--- src/rtl/serial_adder_pkg.sv ---
// Shared types and helpers for the bit-serial adder: FSM state encoding and counter sizing.
package serial_adder_pkg;

    typedef enum logic [1:0] {
        IDLE = 2'd0,
        RUN  = 2'd1,
        DONE = 2'd2
    } state_e;

    // Bit-counter width; never below one bit so the counter always exists.
    function automatic int cnt_width(input int width);
        int w;
        w = $clog2(width);
        return (w < 1) ? 1 : w;
    endfunction

endpackage

--- src/rtl/serial_adder_fa_cell.sv ---
// Purely combinational single-bit full adder; the serial adder registers its carry.
module fa_cell (
    input  logic a,
    input  logic b,
    input  logic cin,
    output logic s,
    output logic cout
);

    assign s    = a ^ b ^ cin;
    assign cout = (a & b) | (cin & (a ^ b));

endmodule

--- src/rtl/serial_adder.sv ---
// Bit-serial WIDTH-bit adder, LSB first, one bit per clock through a single full-adder cell.
// Define SERIAL_ADDER_OVF_EN to add the registered two's-complement overflow output ovf.
module serial_adder
    import serial_adder_pkg::*;
#(
    parameter int WIDTH = 8
) (
    input  logic             clk,
    input  logic             rst_n,
    input  logic             start,
    input  logic [WIDTH-1:0] a,
    input  logic [WIDTH-1:0] b,
    input  logic             cin,
    output logic             busy,
    output logic             done,
    output logic [WIDTH-1:0] s,
`ifdef SERIAL_ADDER_OVF_EN
    output logic             ovf,
`endif
    output logic             cout
);

    localparam int CNT_W = cnt_width(WIDTH);
    localparam logic [CNT_W-1:0] LAST_BIT = CNT_W'(WIDTH - 1);

    state_e           state_q, state_d;
    logic [WIDTH-1:0] a_q, a_d;
    logic [WIDTH-1:0] b_q, b_d;
    // Only WIDTH-1 partial sum bits are ever stored; the final bit joins them at completion.
    logic [WIDTH-1:1] sum_q, sum_d, sum_shift;
    logic             carry_q, carry_d;
    logic [CNT_W-1:0] cnt_q, cnt_d;
    logic [WIDTH-1:0] s_q, s_d;
    logic             cout_q, cout_d;
`ifdef SERIAL_ADDER_OVF_EN
    logic             ovf_q, ovf_d;
`endif

    logic fa_s;
    logic fa_cout;

    fa_cell u_fa (
        .a    (a_q[0]),
        .b    (b_q[0]),
        .cin  (carry_q),
        .s    (fa_s),
        .cout (fa_cout)
    );

    genvar gi;
    generate
        for (gi = 1; gi < WIDTH - 1; gi++) begin : g_sum_shift
            assign sum_shift[gi] = sum_q[gi+1];
        end
    endgenerate
    assign sum_shift[WIDTH-1] = fa_s;

    always_comb begin
        state_d = state_q;
        a_d     = a_q;
        b_d     = b_q;
        sum_d   = sum_q;
        carry_d = carry_q;
        cnt_d   = cnt_q;
        s_d     = s_q;
        cout_d  = cout_q;
`ifdef SERIAL_ADDER_OVF_EN
        ovf_d   = ovf_q;
`endif
        case (state_q)
            IDLE, DONE: begin
                if (start) begin
                    a_d     = a;
                    b_d     = b;
                    carry_d = cin;
                    sum_d   = '0;
                    cnt_d   = '0;
                    state_d = RUN;
                end else begin
                    state_d = IDLE;
                end
            end
            RUN: begin
                a_d     = a_q >> 1;
                b_d     = b_q >> 1;
                sum_d   = sum_shift;
                carry_d = fa_cout;
                if (cnt_q == LAST_BIT) begin
                    // Counter holds here rather than wrapping; the next capture clears it.
                    s_d     = {fa_s, sum_q};
                    cout_d  = fa_cout;
`ifdef SERIAL_ADDER_OVF_EN
                    ovf_d   = carry_q ^ fa_cout;
`endif
                    state_d = DONE;
                end else begin
                    cnt_d = cnt_q + 1'b1;
                end
            end
            default: state_d = IDLE;
        endcase
    end

    always_ff @(posedge clk or negedge rst_n) begin
        if (!rst_n) begin
            state_q <= IDLE;
            a_q     <= '0;
            b_q     <= '0;
            sum_q   <= '0;
            carry_q <= 1'b0;
            cnt_q   <= '0;
            s_q     <= '0;
            cout_q  <= 1'b0;
`ifdef SERIAL_ADDER_OVF_EN
            ovf_q   <= 1'b0;
`endif
        end else begin
            state_q <= state_d;
            a_q     <= a_d;
            b_q     <= b_d;
            sum_q   <= sum_d;
            carry_q <= carry_d;
            cnt_q   <= cnt_d;
            s_q     <= s_d;
            cout_q  <= cout_d;
`ifdef SERIAL_ADDER_OVF_EN
            ovf_q   <= ovf_d;
`endif
        end
    end

    assign busy = (state_q == RUN);
    assign done = (state_q == DONE);
    assign s    = s_q;
    assign cout = cout_q;
`ifdef SERIAL_ADDER_OVF_EN
    assign ovf  = ovf_q;
`endif

endmodule

--- config.mk ---
export PLATFORM = sky130hd
export DESIGN_NAME = serial_adder
export DESIGN_NICKNAME = d
export VERILOG_FILES = /design/src/rtl/serial_adder_pkg.sv /design/src/rtl/serial_adder_fa_cell.sv /design/src/rtl/serial_adder.sv
export SDC_FILE = /design/constraint.sdc
export NUM_CORES = 1
export LEC_CHECK = 0
export CORE_ASPECT_RATIO = 0.75
export CORE_MARGIN = 3
export CORE_UTILIZATION = 50
export CTS_CLUSTER_DIAMETER = 80
export DETAILED_ROUTE_END_ITERATION = 7
export PLACE_DENSITY = 0.76
export SYNTH_ARGS = -nofsm -noshare
export SYNTH_HDL_FRONTEND = slang
export SYNTH_SLANG_ARGS = --single-unit
--- constraint.sdc ---
create_clock -name clk -period 2.79 [get_ports clk]
set_clock_uncertainty 0.2 [all_clocks]
set_input_delay 0.4185 -clock clk [delete_from_list [all_inputs] [get_ports clk]]
set_output_delay 0.4185 -clock clk [all_outputs]
set_load 0.01 [all_outputs]
# After elaboration in Yosys (flattened, before gate mapping)
# Index checks and enable logic that the tools add are counted.
# word_totals
inputBits,20
wordCells,40
regBits,38
# op_classes
n_mux,14
bitwise_logic,5
reduce_logical,6
add_sub_neg,1
n_eq_ne,6
# op_table
operator,count
$pmux 8 s2,2
$mux 8,2
$pmux 7 s2,1
$mux 7,1
$mux 3,2
$pmux 3 s2,1
$ne 2x2->1 const B,2
$pmux 2 s2,1
$reduce_and 2->1,2
$add 3x1->3 const B,1
$eq 3x3->1 const B,1
$reduce_and 3->1,1
$and 1x1->1,2
$eq 2x1->1 const B,1
$eq 2x2->1 const B,1
$logic_not 2->1,1
$mux 1,2
$mux 2,1
$ne 2x1->1 const B,1
$pmux 1 s2,1
$reduce_bool 2->1,1
$reduce_or 2->1,1
$xor 1x1->1,2
$or 1x1->1,1

# Longest topological paths before layout
# Gate-level depths: netlist of run 1.
# logic_depth
ltp_word,4
ltp_mapped,5
depth_no_buf,5

# Modules after synthesis
# A second synthesis of run 1 with hierarchy kept.
# unflattened
cells_unflattened,158
area_unflattened_um2,1866.8
# by_module_without_submodules
mod,cells_each,n_inst,area_per_inst_um2
serial_adder,157,1,1846.8
fa_cell,1,1,20.0

# Worst setup path before layout of run 1
# No wires, ideal clock.
# synth_path
path_type,register to register
startpoint,register carry_q
endpoint,register sum_q[7] (netlist name)
setup_ns,0.121
path_buffers,0
stages_incl_launch_ff,4
t_required_ns,2.469
slack_ns,1.184
synth_period_minus_slack_ns,1.606
arrival_time_ns,1.285
cell_sequence,dfrtp_1 fa_1 mux2_2 a22o_1
# synth_between
elab_chain_len,2
# synth_lines
item,line,rtl
start: declaration,serial_adder.sv:31,"logic carry_q, carry_d;"
start signal: assignment,serial_adder.sv:122,carry_q <= carry_d;
$xor 1x1->1,serial_adder_fa_cell.sv:10,assign s = a ^ b ^ cin;
net fa_s,serial_adder.sv:39,logic fa_s;
$pmux 7 s2,serial_adder.sv:70,case (state_q)
end signal: assignment,serial_adder.sv:121,sum_q <= sum_d;
end: declaration,serial_adder.sv:30,"logic [WIDTH-1:1] sum_q, sum_d, sum_shift;"
# The timed path passes the listed nets, and every way through them passes these cells.
# A chain may end at the register's enable or synchronous reset.

# Worst setup path after layout of run 1
# layout_path
startpoint,register state_q[1]
endpoint,output done
# layout_between
elab_chain_len,1
# layout_lines
item,line,rtl
start: declaration,serial_adder.sv:26,"state_e state_q, state_d;"
start signal: assignment,serial_adder.sv:118,state_q <= state_d;
$eq 2x2->1,serial_adder.sv:133,assign done = (state_q == DONE);
end: declaration,serial_adder.sv:15,"output logic done,"
# Every way passes these cells.

==> results.sh, run 1 <==
export IMPL_status="complete, no violations"
export IMPL_place_ws_ns=0.8167
export IMPL_clk_pin_slew_ns=0.07
export IMPL_cts_buffers=5
export IMPL_die_h_um=59.29
export IMPL_grt_overflow=0
export IMPL_drtPass1Iterations=4
export IMPL_grt_pass1_wl_um=6210
export IMPL_r2r_start="cnt_q[0]"
export IMPL_critPathMaxFanout=10
export IMPL_finalMaxSlewViolations=0
export IMPL_synth_area_leaders="dfrtp_1 (50%), mux2i_1 (9.5%), a211oi_1 (5.9%)"
export IMPL_antenna_left=0
export IMPL_cp_startpoint="state_q[1]"
export IMPL_post_cts_setup_buffer_count=0
export IMPL_antenna_cells=0
export IMPL_root_buffer="clkbuf_8"
export IMPL_num_rows=18
export IMPL_port_buffer_count=30
export IMPL_min_period_ns=2.239
export IMPL_core_area_um2=3446
export IMPL_via_per_inst=5.515
export IMPL_ys_seq_area_share_pct=50.23
export IMPL_routed_wl_um=3627
export IMPL_wl_per_cell_um=15.18
export IMPL_final_setup_tns_ns=0
export IMPL_syn_nets=181
export IMPL_layout_drive_gt1_share_pct=11.64
export IMPL_start_util_pct=54.94
export IMPL_setup_viol=0
export IMPL_tritoncts="built"
export IMPL_cts_max_level=2
export IMPL_r2r_cells=5
export IMPL_fin_ws_ns=0.5512
export IMPL_power_per_cell_area_nw_per_um2=998.9
export IMPL_drt_iter0_markers=51
export IMPL_fmax_ghz=0.4467
export IMPL_grt_start_max_net_pins=39
export IMPL_rsz0062_at_grt="no"
export IMPL_num_io_pins=31
export IMPL_cts_sinks=38
export IMPL_cts_repair_resized=0
export IMPL_worst_path_buf_inv=2
export IMPL_path_cells="buf_4 -> nor2b_1 -> clkdlybuf4s50_1"
export IMPL_r2r_setup_slack_ns=1.06
export IMPL_nNetsFinal=212
export IMPL_r2r_end="cnt_q[0]"
export IMPL_maxCapViolations=0
export IMPL_vias=1318
export IMPL_finalHoldViolCount=0
export IMPL_regArea_um2=950.9
export IMPL_start_kind="register"
export IMPL_place_hpwl_um=2602
export IMPL_synth_area_um2=1893
export IMPL_dieArea_um2=4568
export IMPL_grt_pass1_vias=1365
export IMPL_routabilityCongestion=0.7520
export IMPL_ir_drop_v=0.0004946
export IMPL_cp_top_family="buffers and inverters"
export IMPL_slew_headroom_pct=45.18
export IMPL_antenna_found_initial=0
export IMPL_ys_ff_latch=38
export IMPL_critPathKind="reg -> out"
export IMPL_holdBufCountCts=0
export IMPL_synthCells=158
export IMPL_insertion_delay_ns=0.28
export IMPL_synth_top_cell_by_area="dfrtp_1"
export IMPL_cp_required_ns=2.17
export IMPL_avgSynthCellArea_um2=11.98
export IMPL_cpPeakStageDelay_ns=0.54
export IMPL_area_growth_pct=21.02
export IMPL_hold_class="in -> async"
export IMPL_drc=0
export IMPL_multiInputGateArea_um2=864.6
export IMPL_grt_total_usage_pct=17.56
export IMPL_final_core_util_pct=66.49
export IMPL_cp_arrival_ns=1.62
export IMPL_endpoint_kind="output pin"
export IMPL_crit_end="done"
export IMPL_die_x_um=77.05
export IMPL_cellLeakagePower_uw=0.0009583
export IMPL_yosys_area_top_type_share_pct=50.23
export IMPL_clk_path_buf_depth=2
export IMPL_yosysWarnings=0
export IMPL_crit_slowest_cell="clkdlybuf4s50_1"
export IMPL_synthDistinctLibCells=23
export IMPL_fillers=268
export IMPL_worst_slew_pin_slew_ns=0.8223
export IMPL_cp_depth=3
export IMPL_post_route_period_util_pct=80.24
## synth_stat cells
library cell / instances
nor2_2: 1
mux2_1: 9
clkbuf_1: 2
mux2i_1: 18
nand3_1: 4
a21oi_1: 15
nand2_1: 5
nor2b_1: 16
o211ai_1: 2
o21ai_0: 2
dfrtp_1: 38
nor2_1: 1
buf_2: 5
buf_4: 1
fa_1: 1
a22o_1: 7
inv_1: 1
a211oi_1: 15
ha_1: 2
buf_6: 3
mux2_2: 8
nor2b_4: 1
nand2_4: 1
## layer usage
metal	global-route usage (%)	up-vias	routed length, um
met2	30.40	31	1760
met5	0	-	0
met1	22.09	648	1686
met3	4.559	2	166
li1	-	637	-
met4	5.330	0	13
## logic make-up after synthesis
| logic type | Yosys count | synth area share, % |
|---|---|---|
| AOI/OAI and AO/OA | 41 | 14.47 |
| adders and majority gates | 3 | 2.379 |
| buffers and inverters | 12 | 4.098 |
| DFF | 38 | 50.23 |
| muxes | 35 | 19.63 |
| and+or+nand+nor | 29 | 9.187 |
## flip-flops by register name, indices dropped and copies added, names as in the netlist
register	count
s	8
b_q	8
cout	1
carry_q	1
sum_q	7
a_q	8
state_q	2
cnt_q	3
## power by group
group / total (uW) / switching [uW] / internal, uW
Sequential: 994 / 187 / 806
Combinational: 954 / 416 / 538
Clock: 341 / 169 / 172
## cells in the final DEF, fill, tap and decap left out, types with 4 or more instances in the layout
master and n:
a22o_1 7, clkbuf_8 5, dfrtp_1 38, buf_4 5, a21oi_1 15, nand2_1 5, clkdlybuf4s50_1 29, mux2i_1 18
nor2b_1 16, mux2_1 9, mux2_2 8, nand3_1 4, a211oi_1 15
## worst min-delay path by stage
stage                     cells after the start  slack [ns]  startpoint        to
after floorplan                               0       -0.08       rst_n    a_q[0]
after global placement                        1        0.27    cnt_q[0]  cnt_q[0]
after detailed placement                      1        0.28    cnt_q[0]  cnt_q[0]
after CTS                                     1        0.06       rst_n      s[1]
after global routing                          1         0.1       rst_n      s[1]
final                                         1        0.03       rst_n      s[1]
## metrics by stage
stage	instances	total power (uW)	area, um2	hold slack [ns]
6_report	239	2288	2291	0.03306
5_1_grt	239	2465	2291	0.09586
4_1_cts	239	2318	2291	0.06465
3_5_place_dp	232	1970	2215	0.2841
3_3_place_gp	232	1900	2215	0.2671
2_1_floorplan	158	1640	1893	-0.07709
## cell type report
cell class | instances | area share (%)
Timing Repair Buffer | 35 | 14.53
Clock buffer | 7 | 3.332
Tap cell | 50 | 2.731
Multi-Input combinational cell | 108 | 37.74
Inverter | 1 | 0.1638
Sequential cell | 38 | 41.51
Power figures use the tool's default switching activity.
==> inputs of run 2 (changes only) <==
clock period = 2.1 ns   (was 2.79 ns; I/O delays follow)
==> run 2 against run 1 <==
  * Power increased by 36%
  * Via count rose by 1.7%
  * Core utilization rose by 1.1 points
  * Register-to-register slack got worse by 0.78 ns
  * Clock-buffer cell count is the same
  * Final cell count is 0.84% higher
  * Sequential power grew 33%
  * Flip-flop and latch count did not move
  * Wire length grew 0.77%
  * Worst setup slack got worse by 0.46 ns
  * Sequential share of layout area shrank 0.67 points
  * Largest power group unchanged
==> results.sh, run 2 (synthesis results as in run 1) <==
export IMPL_cpPeakStageDelay_ns=0.57
export IMPL_cts_buffers=5
export IMPL_antenna_left=0
export IMPL_num_io_pins=31
export IMPL_endpoint_kind="output pin"
export IMPL_place_hpwl_um=2493
export IMPL_die_x_um=77.05
export IMPL_grt_start_max_net_pins=39
export IMPL_routed_wl_um=3655
export IMPL_status="complete, no violations"
export IMPL_cts_max_level=2
export IMPL_critPathKind="reg -> out"
export IMPL_ir_drop_v=0.0008606
export IMPL_routabilityCongestion=0.7466
export IMPL_dieArea_um2=4568
export IMPL_area_growth_pct=23.00
export IMPL_rsz0062_at_grt="no"
export IMPL_start_kind="register"
export IMPL_final_cell_mix="dfrtp_1 (38), clkdlybuf4s50_1 (29), mux2i_1 (18)"
export IMPL_layout_drive_gt1_share_pct=12.57
export IMPL_holdBufCountCts=1
export IMPL_cellLeakagePower_uw=0.0009764
export IMPL_critPathMaxFanout=4
export IMPL_via_per_inst=5.564
export IMPL_final_setup_tns_ns=0
export IMPL_drt_iter0_markers=107
export IMPL_worst_slew_pin_slew_ns=0.4737
export IMPL_power_per_cell_area_nw_per_um2=1333
export IMPL_maxCapViolations=0
export IMPL_post_cts_setup_buffer_count=0
export IMPL_port_buffer_count=30
export IMPL_cp_arrival_ns=1.49
export IMPL_drtPass1Iterations=4
export IMPL_path_cells="nor2b_1 -> clkdlybuf4s50_1"
export IMPL_finalMaxSlewViolations=0
export IMPL_vias=1341
export IMPL_grt_pass1_vias=1327
export IMPL_root_buffer="clkbuf_8"
export IMPL_insertion_delay_ns=0.29
export IMPL_cp_required_ns=1.58
export IMPL_wl_per_cell_um=15.17
export IMPL_grt_total_usage_pct=17.36
export IMPL_clk_path_buf_depth=2
export IMPL_drc=0
export IMPL_crit_slowest_cell="clkdlybuf4s50_1"
export IMPL_clk_pin_slew_ns=0.07
export IMPL_finalHoldViolCount=0
export IMPL_antenna_cells=0
export IMPL_post_route_period_util_pct=95.42
export IMPL_fmax_ghz=0.4990
export IMPL_grt_pass1_wl_um=6168
export IMPL_slew_headroom_pct=68.42
export IMPL_mostFrequentLayoutCell="dfrtp_1"
export IMPL_placed_cells=232
export IMPL_core_area_um2=3446
export IMPL_hold_class="reg -> reg"
export IMPL_cts_repair_resized=0
export IMPL_place_ws_ns=0.2957
export IMPL_tritoncts="built"
export IMPL_nNetsFinal=213
export IMPL_final_cells=241
export IMPL_start_util_pct=54.94
export IMPL_fin_ws_ns=0.09608
export IMPL_num_rows=18
export IMPL_antenna_found_initial=0
export IMPL_min_period_ns=2.004
export IMPL_setup_viol=0
export IMPL_cts_sinks=38
export IMPL_grt_overflow=0
export IMPL_die_h_um=59.29
[run 2: where the power goes]
group / internal [uW] / total (uW) / leakage (uW) / switching, uW
Clock: 265 / 510 / 0.0000482 / 246
Combinational: 716 / 1270 / 0.000458 / 554
Sequential: 1070 / 1320 / 0.000470 / 253
Total: 2050 / 3100 / 0.000976 / 1050
[run 2: worst paths after layout]
check / start / end / slack (ns) / cells past startpoint
worst max-delay path: state_q[1] / done / 0.1 / 2
worst min-delay path: s[0] / s[0] / 0.30 / 1
worst max register to register: cnt_q[0] / cnt_q[0] / 0.28 / 5
worst min register to register: s[0] / s[0] / 0.30 / 1
max in group asynchronous: rst_n / a_q[5] / 0.96 / 3
min in group asynchronous: rst_n / b_q[1] / 0.41 / 3
[run 2: stage by stage]
step	area (um2)	power, uW	utilization [%]	hold slack (ns)
global route	2328	3345	67.57	0.3294
detailed placement	2227	2616	64.63	0.1968
finish	2328	3104	67.57	0.2966
CTS	2328	3140	67.57	0.2993
global placement	2227	2514	64.63	0.1837
floorplan	1893	2179	-	-0.1806
[run 2: layout make-up]
type	count	area, um2
timing repair buffer	36	355.3
tap	50	62.56
clock inverter	1	5.005
fill	267	1117
multi-input combinational	108	864.6
clock buffer	7	86.33
inverter	1	3.754
sequential	38	950.9
[run 2: critical path, delay by kind of cell (launching register included)]
| family | cells | cell delay (ns) |
|---|---|---|
| buffers and inverters | 1 | 0.57 |
| flip-flops | 1 | 0.43 |
| AND/OR/NAND/NOR | 1 | 0.21 |
[run 2: metal layers]
| layer | part of all wire [%] | GRT usage, % | vias to the layer above | wire length [um] |
|---|---|---|---|---|
| li1 | - | - | 640 | - |
| met1 | 47 | 21.82 | 665 | 1728 |
| met2 | 47 | 28.91 | 28 | 1702 |
| met3 | 4.2 | 4.863 | 8 | 155 |
| met4 | 1.9 | 7.107 | 0 | 68 |
| met5 | 0 | 0 | - | 0 |
==> inputs of run 3 (changes only) <==
TNS_END_PERCENT = 100   (was not set)
==> results of run 3 <==
No change in the layout: final DEF, timing and power equal those of run 2.
